<file path="config.mk">
export PLATFORM = sky130hd
export DESIGN_NAME = compare_seq
export DESIGN_NICKNAME = d
export VERILOG_FILES = /design/src/rtl/compare_seq.sv
export SDC_FILE = /design/constraint.sdc
export NUM_CORES = 1
export LEC_CHECK = 0
export ABC_AREA = 1
export CORE_MARGIN = 10
export CORE_UTILIZATION = 45
export DETAILED_ROUTE_END_ITERATION = 10
export PLACE_DENSITY = 0.72
export SYNTH_ARGS = -nofsm -noshare
export SYNTH_HDL_FRONTEND = slang
export SYNTH_SLANG_ARGS = --single-unit
</file>
<file path="constraint.sdc">
create_clock -name iClk -period 2.85 [get_ports iClk]
set_clock_uncertainty 0.2 [all_clocks]
set_input_delay 0.4275 -clock iClk [delete_from_list [all_inputs] [get_ports iClk]]
set_output_delay 0.4275 -clock iClk [all_outputs]
set_load 0.01 [all_outputs]
</file>
<file path="src/rtl/compare_seq.sv">
// Multi-cycle magnitude comparator: walks operands MSB-chunk first, DIGIT bits per cycle,
// exiting on the first differing chunk and falling back to a one-hot cascade input.
module compare_seq #(
    parameter int unsigned WIDTH = 16,
    parameter int unsigned DIGIT = 4
) (
    input  logic             iClk,
    input  logic             iRst,
    input  logic             iStart,
    input  logic             iSigned,
    input  logic [WIDTH-1:0] iData_a,
    input  logic [WIDTH-1:0] iData_b,
    input  logic [2:0]       iData,
    output logic             oReady,
    output logic             oDone,
    output logic [2:0]       oData
);
    localparam int unsigned NCHUNK = WIDTH / DIGIT;
    localparam int unsigned KW     = (NCHUNK > 1) ? $clog2(NCHUNK) : 1;

    typedef enum logic [1:0] {StIdle, StRun, StDone} state_e;

    state_e            state_q, state_d;
    logic [WIDTH-1:0]  a_q, a_d, b_q, b_d;
    logic [2:0]        casc_q, casc_d;
    logic              signed_q, signed_d;
    logic [KW-1:0]     k_q, k_d;
    logic [2:0]        data_q, data_d;

    logic [DIGIT-1:0]  a_chunk, b_chunk;
    logic [2:0]        casc_res;
    logic              accept;

    assign oReady = (state_q == StIdle) || (state_q == StDone);
    assign oDone  = (state_q == StDone);
    assign oData  = data_q;
    assign accept = iStart && oReady;

    // Select the current chunk; in signed mode the top chunk gets its MSB flipped so that
    // an unsigned compare yields two's-complement ordering.
    always_comb begin
        a_chunk = '0;
        b_chunk = '0;
        for (int i = 0; i < NCHUNK; i++) begin
            if (k_q == KW'(i)) begin
                a_chunk = a_q[i*DIGIT +: DIGIT];
                b_chunk = b_q[i*DIGIT +: DIGIT];
            end
        end
        if (signed_q && (k_q == KW'(NCHUNK - 1))) begin
            a_chunk[DIGIT-1] = ~a_chunk[DIGIT-1];
            b_chunk[DIGIT-1] = ~b_chunk[DIGIT-1];
        end
    end

    // Priority keeps the result one-hot even for malformed cascade inputs.
    always_comb begin
        if (casc_q[2])      casc_res = 3'b100;
        else if (casc_q[1]) casc_res = 3'b010;
        else                casc_res = 3'b001;
    end

    always_comb begin
        state_d  = state_q;
        a_d      = a_q;
        b_d      = b_q;
        casc_d   = casc_q;
        signed_d = signed_q;
        k_d      = k_q;
        data_d   = data_q;

        unique case (state_q)
            StIdle, StDone: begin
                state_d = StIdle;
                if (accept) begin
                    state_d  = StRun;
                    a_d      = iData_a;
                    b_d      = iData_b;
                    casc_d   = iData;
                    signed_d = iSigned;
                    k_d      = KW'(NCHUNK - 1);
                end
            end
            StRun: begin
                if (a_chunk > b_chunk) begin
                    data_d  = 3'b100;
                    state_d = StDone;
                end else if (a_chunk < b_chunk) begin
                    data_d  = 3'b010;
                    state_d = StDone;
                end else if (k_q != '0) begin
                    k_d = k_q - 1'b1;
                end else begin
                    data_d  = casc_res;
                    state_d = StDone;
                end
            end
            default: state_d = StIdle;
        endcase
    end

    always_ff @(posedge iClk or posedge iRst) begin
        if (iRst) begin
            state_q  <= StIdle;
            a_q      <= '0;
            b_q      <= '0;
            casc_q   <= '0;
            signed_q <= 1'b0;
            k_q      <= '0;
            data_q   <= '0;
        end else begin
            state_q  <= state_d;
            a_q      <= a_d;
            b_q      <= b_d;
            casc_q   <= casc_d;
            signed_q <= signed_d;
            k_q      <= k_d;
            data_q   <= data_d;
        end
    end

endmodule

</file>
==> flow_summary.ini <==
[timing]
fmaxAchievable_ghz = 0.381
period_minus_slack_ps = 2630
maxSlewViolCount = 0
max-slew-margin-rel_pct = 55.8
finalHoldViolCount = 0
fin_setup_tns_ps = 0
timing_worst_slew_pin_value_ps = 662
finalSetupViolations = 0
rsz_0062_raised_after_global_routing = no
timing.final.crit_share_pct = 92.1

[synthesis]
synth_top_family_by_area = multiplexers
synth.ff_latch_count = 42
sequential_share_of_the_synthesized_area_pct = 49.4
synth_area_per_cell_sq_um = 10.4
netlist_instances = 204
ys_dominant_reg_cell = dfrtp_1
synth.area.mux_share_pct = 18.0
synth_enable_flop_cells = 0
synth.net_count = 251
synthesis.yosys.warnings = 0
post_synth_main_area_contributors = dfrtp_1 (49%), mux2_4 (15%), nand2_1 (6.2%)
synth_cell_area_sq_um = 2130
synth_adder_area_share_pct = 4.70
most_common_library_cells_after_synthesis = dfrtp_1 (42), nand2_1 (35), a21oi_1 (21), mux2_4 (21), inv_1 (17)
netlist.top_cell.by_area = dfrtp_1
synth.most_common_cell = dfrtp_1
yosysUniqueCellTypes = 22
synth_area_in_compound_gates_pct = 9.52
post_synth_xor_area_fraction_pct = 0.412
synth_largest_type_area_fraction_pct = 49.4
fraction_of_registers_with_async_set_or_reset_after_synthesis_pct = 100
synth_simple_gate_area_share_pct = 11.8

[power_and_ir_drop]
leakage_nw = 1.28
vdd.ir_drop.worst_mv = 0.369
power_density_relative_to_cell_area_nw_per_um2 = 944

[layout]
nets = 296
fillers = 386
drive_above_1_share_pct = 18.4
multiInputGateArea_sq_um = 950
area_growth_pct = 25.9
final_util_pct = 59.9
final_antenna_diode_count = 0
seq_area_sq_um = 1050

[global_route]
global_route_wire_length_before_repair_um = 7440
grt_util_met2_pct = 18.6
grt_pass1_vias = 1581
antenna_found_initial = 0
groute.layer.met3.usage_pct = 2.48
grt_remaining_overflow = 0
track_usage_pct = 12.2
grt_start_max_net_pins = 47
groute.layer.met1.usage_pct = 15.5
grt_most_used_layer = met2

[setup_path]
worstSetupEndpointType = flip-flop
r2r-end = oData[0]
critical_path.max_fanout = 10
number_of_cells_traversed_by_the_worst_register_to_register_path = 14
cp.required_ps = 2840
r2r_setup_slack_ps = 220
type_of_origin_of_the_critical_path = flip-flop
criticalPathCategory = reg2reg
critPathArrivalTime_ps = 2620
first_element_of_the_critical_path = k_q[1]
endpoint = oData[0]
worstReg2RegStart = k_q[1]

[floorplanning]
die-height_um = 88.8
core_area_sq_um = 4470
die_w_um = 88.8
boundaryPins = 44
rows = 24
floorplan.initialDensity_pct = 47.6
design.die.area_sq_um = 7880

[clock_network]
clock_tree_from_tritoncts = yes
skew_pair_late_insertion_delay_ps = 300
cts_max_level = 2
cts_inserted_buffers = 5
clk_pin_slew_worst_paths_ps = 70
holdBufCountCts = 0
cts.sinks = 42
cts-root-buf = clkbuf_8
cts.path.max_buffers = 2

[drt]
detail_route.wl_per_cell_um = 14.9
routed_via_density = 5.05
drt.antenna.violating_nets = 0
detail_route.wirelength_um = 4500
drt_iter0_markers = 136
vias = 1525
first_pass_iters = 4
drcViolationCount = 0

[hold_path]
min_path_type = reg2reg
worst_hold_startpoint = oData[0]

[outcome]
run_status = complete, no violations

[flow_run]
max-cap-violations = 0

[placement]
dp_hpwl_um = 3190
gp_congestion = 0.765
io_buffers = 42
==> placed cells by master (no fill, tap or decap), drive strengths merged <==
cell / instances
dfrtp: 42
clkinv: 2
nand4: 1
o31ai: 1
xor2: 1
clkbuf: 7
mux2: 27
o211ai: 3
nand3: 7
clkdlybuf4s50: 42
inv: 20
nand2: 38
nor3: 1
o21ai: 12
ha: 8
a22oi: 1
a21oi: 21
buf: 3
nor2: 13
==> how the worst min path moves through the flow <==
stage	end	slack [ps]	cells after the start
final	oData[0]	280	2
after global routing	b_q[5]	320	1
after CTS	oData[1]	290	2
after detailed placement	oData[0]	270	2
after global placement	oData[1]	270	2
after floorplan	b_q[9]	270	1
==> per-stage QoR <==
step	std cells	hold WS (ps)	total power [W]	cell area [sq um]	worst slack, ps
4_1_cts	302	291	0.00254	2670	112
5_1_grt	302	322	0.00278	2680	5.46
2_1_floorplan	204	274	0.00180	2130	515
3_5_place_dp	294	272	0.00213	2580	132
6_report	302	285	0.00253	2680	224
3_3_place_gp	294	266	0.00209	2580	200
==> layer usage <==
metal	wire length (um)	part of all wire, %	vias to the layer above
met5	0	0	-
met4	117	2.6	0
met3	173	3.8	8
met2	2030	45	34
met1	2180	48	722
li1	-	-	761
==> kinds of logic (layout without fill, tap and decap cells) <==
kind of cell | Yosys count | after routing
adders and majority gates | 8 | 8
DFF | 42 | 42
AOI/OAI and AO/OA | 38 | 38
and+or+nand+nor | 60 | 60
xor gates and xnor gates | 1 | 1
buffers and inverters | 28 | 74
muxes | 27 | 27
==> layout make-up <==
type                    count  area share (%)
repair buffers             45            16.5
multi-input cells         134            35.4
well taps                  52            2.43
flip-flops and latches     42            39.3
clock buffers               7            3.22
clock inverters             1           0.187
inverters                  21            2.94
==> flip-flops by register name (all words and copies together) (netlist names) <==
| register | count |
|---|---|
| casc_q | 2 |
| a_q | 16 |
| b_q | 16 |
| oData | 3 |
| state_q | 2 |
| signed_q | 1 |
| k_q | 2 |
==> worst max-delay path: stages (launching register included) <==
cell and delay [ps]:
dfrtp_1 410, inv_1 80, ha_2 250, inv_2 130, nor2_1 50, o31ai_1 220
o21ai_0 130, ha_1 310, nand2_1 80, nor3_1 270, nand2_1 110, nand2_2 120
inv_2 50, nand2_1 60, nand2_1 50
==> where the power goes <==
part	switching (W)	internal, W	leakage [nW]	total (W)
combinational	0.000672	0.000572	0.747	0.00124
clock	0.000207	0.000196	0.0482	0.000403
sequential	0.000109	0.000774	0.488	0.000883
==> repair_timing <==
item | in CTS | in global routing
endpoints found under the setup margin | 0 | 6
endpoints found under the hold margin | 0 | 0
gates resized for setup | 0 | 3
buffers inserted | 0 | 0
Power figures use the tool's default switching activity.
==> variant: new RTL, same flow settings <==
Re-encode `state_e` (3 states) as one-hot, 3 bits wide.
--- a/src/rtl/compare_seq.sv
+++ b/src/rtl/compare_seq.sv
@@ -18,7 +18,7 @@
     localparam int unsigned NCHUNK = WIDTH / DIGIT;
     localparam int unsigned KW     = (NCHUNK > 1) ? $clog2(NCHUNK) : 1;
 
-    typedef enum logic [1:0] {StIdle, StRun, StDone} state_e;
+    typedef enum logic [2:0] {StIdle = 3'b001, StRun = 3'b010, StDone = 3'b100} state_e;
 
     state_e            state_q, state_d;
     logic [WIDTH-1:0]  a_q, a_d, b_q, b_d;
Behaviour: no difference found for any inputs over 10 cycles, from zero or initial values and one cycle with iRst high; not proved beyond that.
==> variant against the unedited design <==
- sequential cell count is 1 higher
- synthesized area about the same
- global-route usage is 0.95 points higher
- wire length grew 5.8%
- final area is 0.28% lower
- die area about the same
- power up 15%
- worst setup slack lost 0.0086 ns
==> variant: results (changes against the unedited design) <==
[outcome]
status=finished, final reports clean  ; unchanged

[global_route]
grt_max_degree=59  ; was 47
track_usage_pct=13.2  ; was 12.2%
grt_pass1_wl_um=8060  ; was 7440 um
first_global_vias=1823  ; was 1581

[synthesis]
ys_seq_area_share_pct=50.6  ; was 49.4%
synth_compound_area_share_pct=15.3  ; was 9.52%
synthDistinctLibCells=21  ; was 22
synth_xor_area_share_pct=0  ; was 0.412%
synthesis.nets=308  ; was 251
synth.mux.area_fraction_pct=0  ; was 18.0%
synth_common_cells=97 x nand2_1, 42 x dfrtp_1, 34 x inv_1  ; was 42 x dfrtp_1, 35 x nand2_1, 21 x a21oi_1, 21 x mux2_4, 17 x inv_1
synth_area_leaders=dfrtp_1 49%, nand2_1 17%, o21ai_0 7.3%, inv_1 6.0%, ha_1 4.7%  ; was dfrtp_1 49%, mux2_4 15%, nand2_1 6.2%, a21oi_1 4.9%, ha_1 4.7%
syn_avg_cell_area_um2=8.16  ; was 10.4 um^2
synth_adder_area_share_pct=4.70  ; about the same

[clock_tree]
clkTransAtPathRegs_ns=0.07  ; about the same
clock_path_buffers=2  ; unchanged
cts-htree-levels=2  ; unchanged

[place]
place.detailed.hpwl_um=3430  ; was 3190 um
pre_cts_ws_ns=0.0774  ; was 0.132 ns
place_congestion=0.810  ; was 0.765
placed_cell_area_um2=2570  ; was 2580 um^2

[timing]
finalCritPeriodShare_pct=92.4  ; was 92.1%
worstMarginPinSlew_ns=0.525  ; was 0.662 ns
holdWs_ns=0.285  ; about the same

[min_path]
min-delay-start=a_q[10]  ; was oData[0]
min_to=a_q[10]  ; was oData[0]

[final_layout]
drive_gt1_share_pct=8.50  ; was 18.4%
nNetsFinal=352  ; was 296
fin_cells=358  ; was 302

[power]
leakage_nw=1.31  ; was 1.28 nW
vdd_drop_max_uv=420  ; was 369 uV

[route]
route.final.wire_length_um=4760  ; was 4500 um
vias_per_cell=4.89  ; was 5.05
drtIter0Drc=120  ; was 136

[setup_path]
reg2regPathDepth=17  ; was 14
max_stage_delay_ns=0.43  ; was 0.41 ns
r2r-start=k_q[0]  ; was k_q[1]
endpoint=oData[1]  ; was oData[0]
arrival_ns=2.63  ; was 2.62 ns
critPathMaxFanout=8  ; was 10

-- variant: report_power, final --
| group | switching, mW | internal (mW) |
|---|---|---|
| Combinational | 0.931 | 0.577 |
| Sequential | 0.133 | 0.903 |
| Clock | 0.194 | 0.172 |
| Total | 1.26 | 1.65 |
-- variant: area by class of cell --
cell class	count	area [um^2]
Timing Repair Buffer	46	450
Multi-Input combinational cell	173	861
Fill cell	405	1800
Clock inverter	1	5.00
Inverter	36	138
Tap cell	52	65.1
Clock buffer	7	76.3
Sequential cell	43	1080
-- variant: cells by family after synthesis --
| logic type | after synthesis |
|---|---|
| AND/OR/NAND/NOR | 108 |
| AO/OA/AOI/OAI | 57 |
| buffers and inverters | 45 |
| flip-flops | 43 |
| adder cells (fa/ha/maj) | 8 |
-- variant: routing by layer --
layer,up-vias,wire (um),GRT usage (%)
li1,906,-,-
met1,795,2180,15.6
met2,43,2130,20.5
met3,7,376,4.14
met4,0,78,7.78
met5,-,0,0
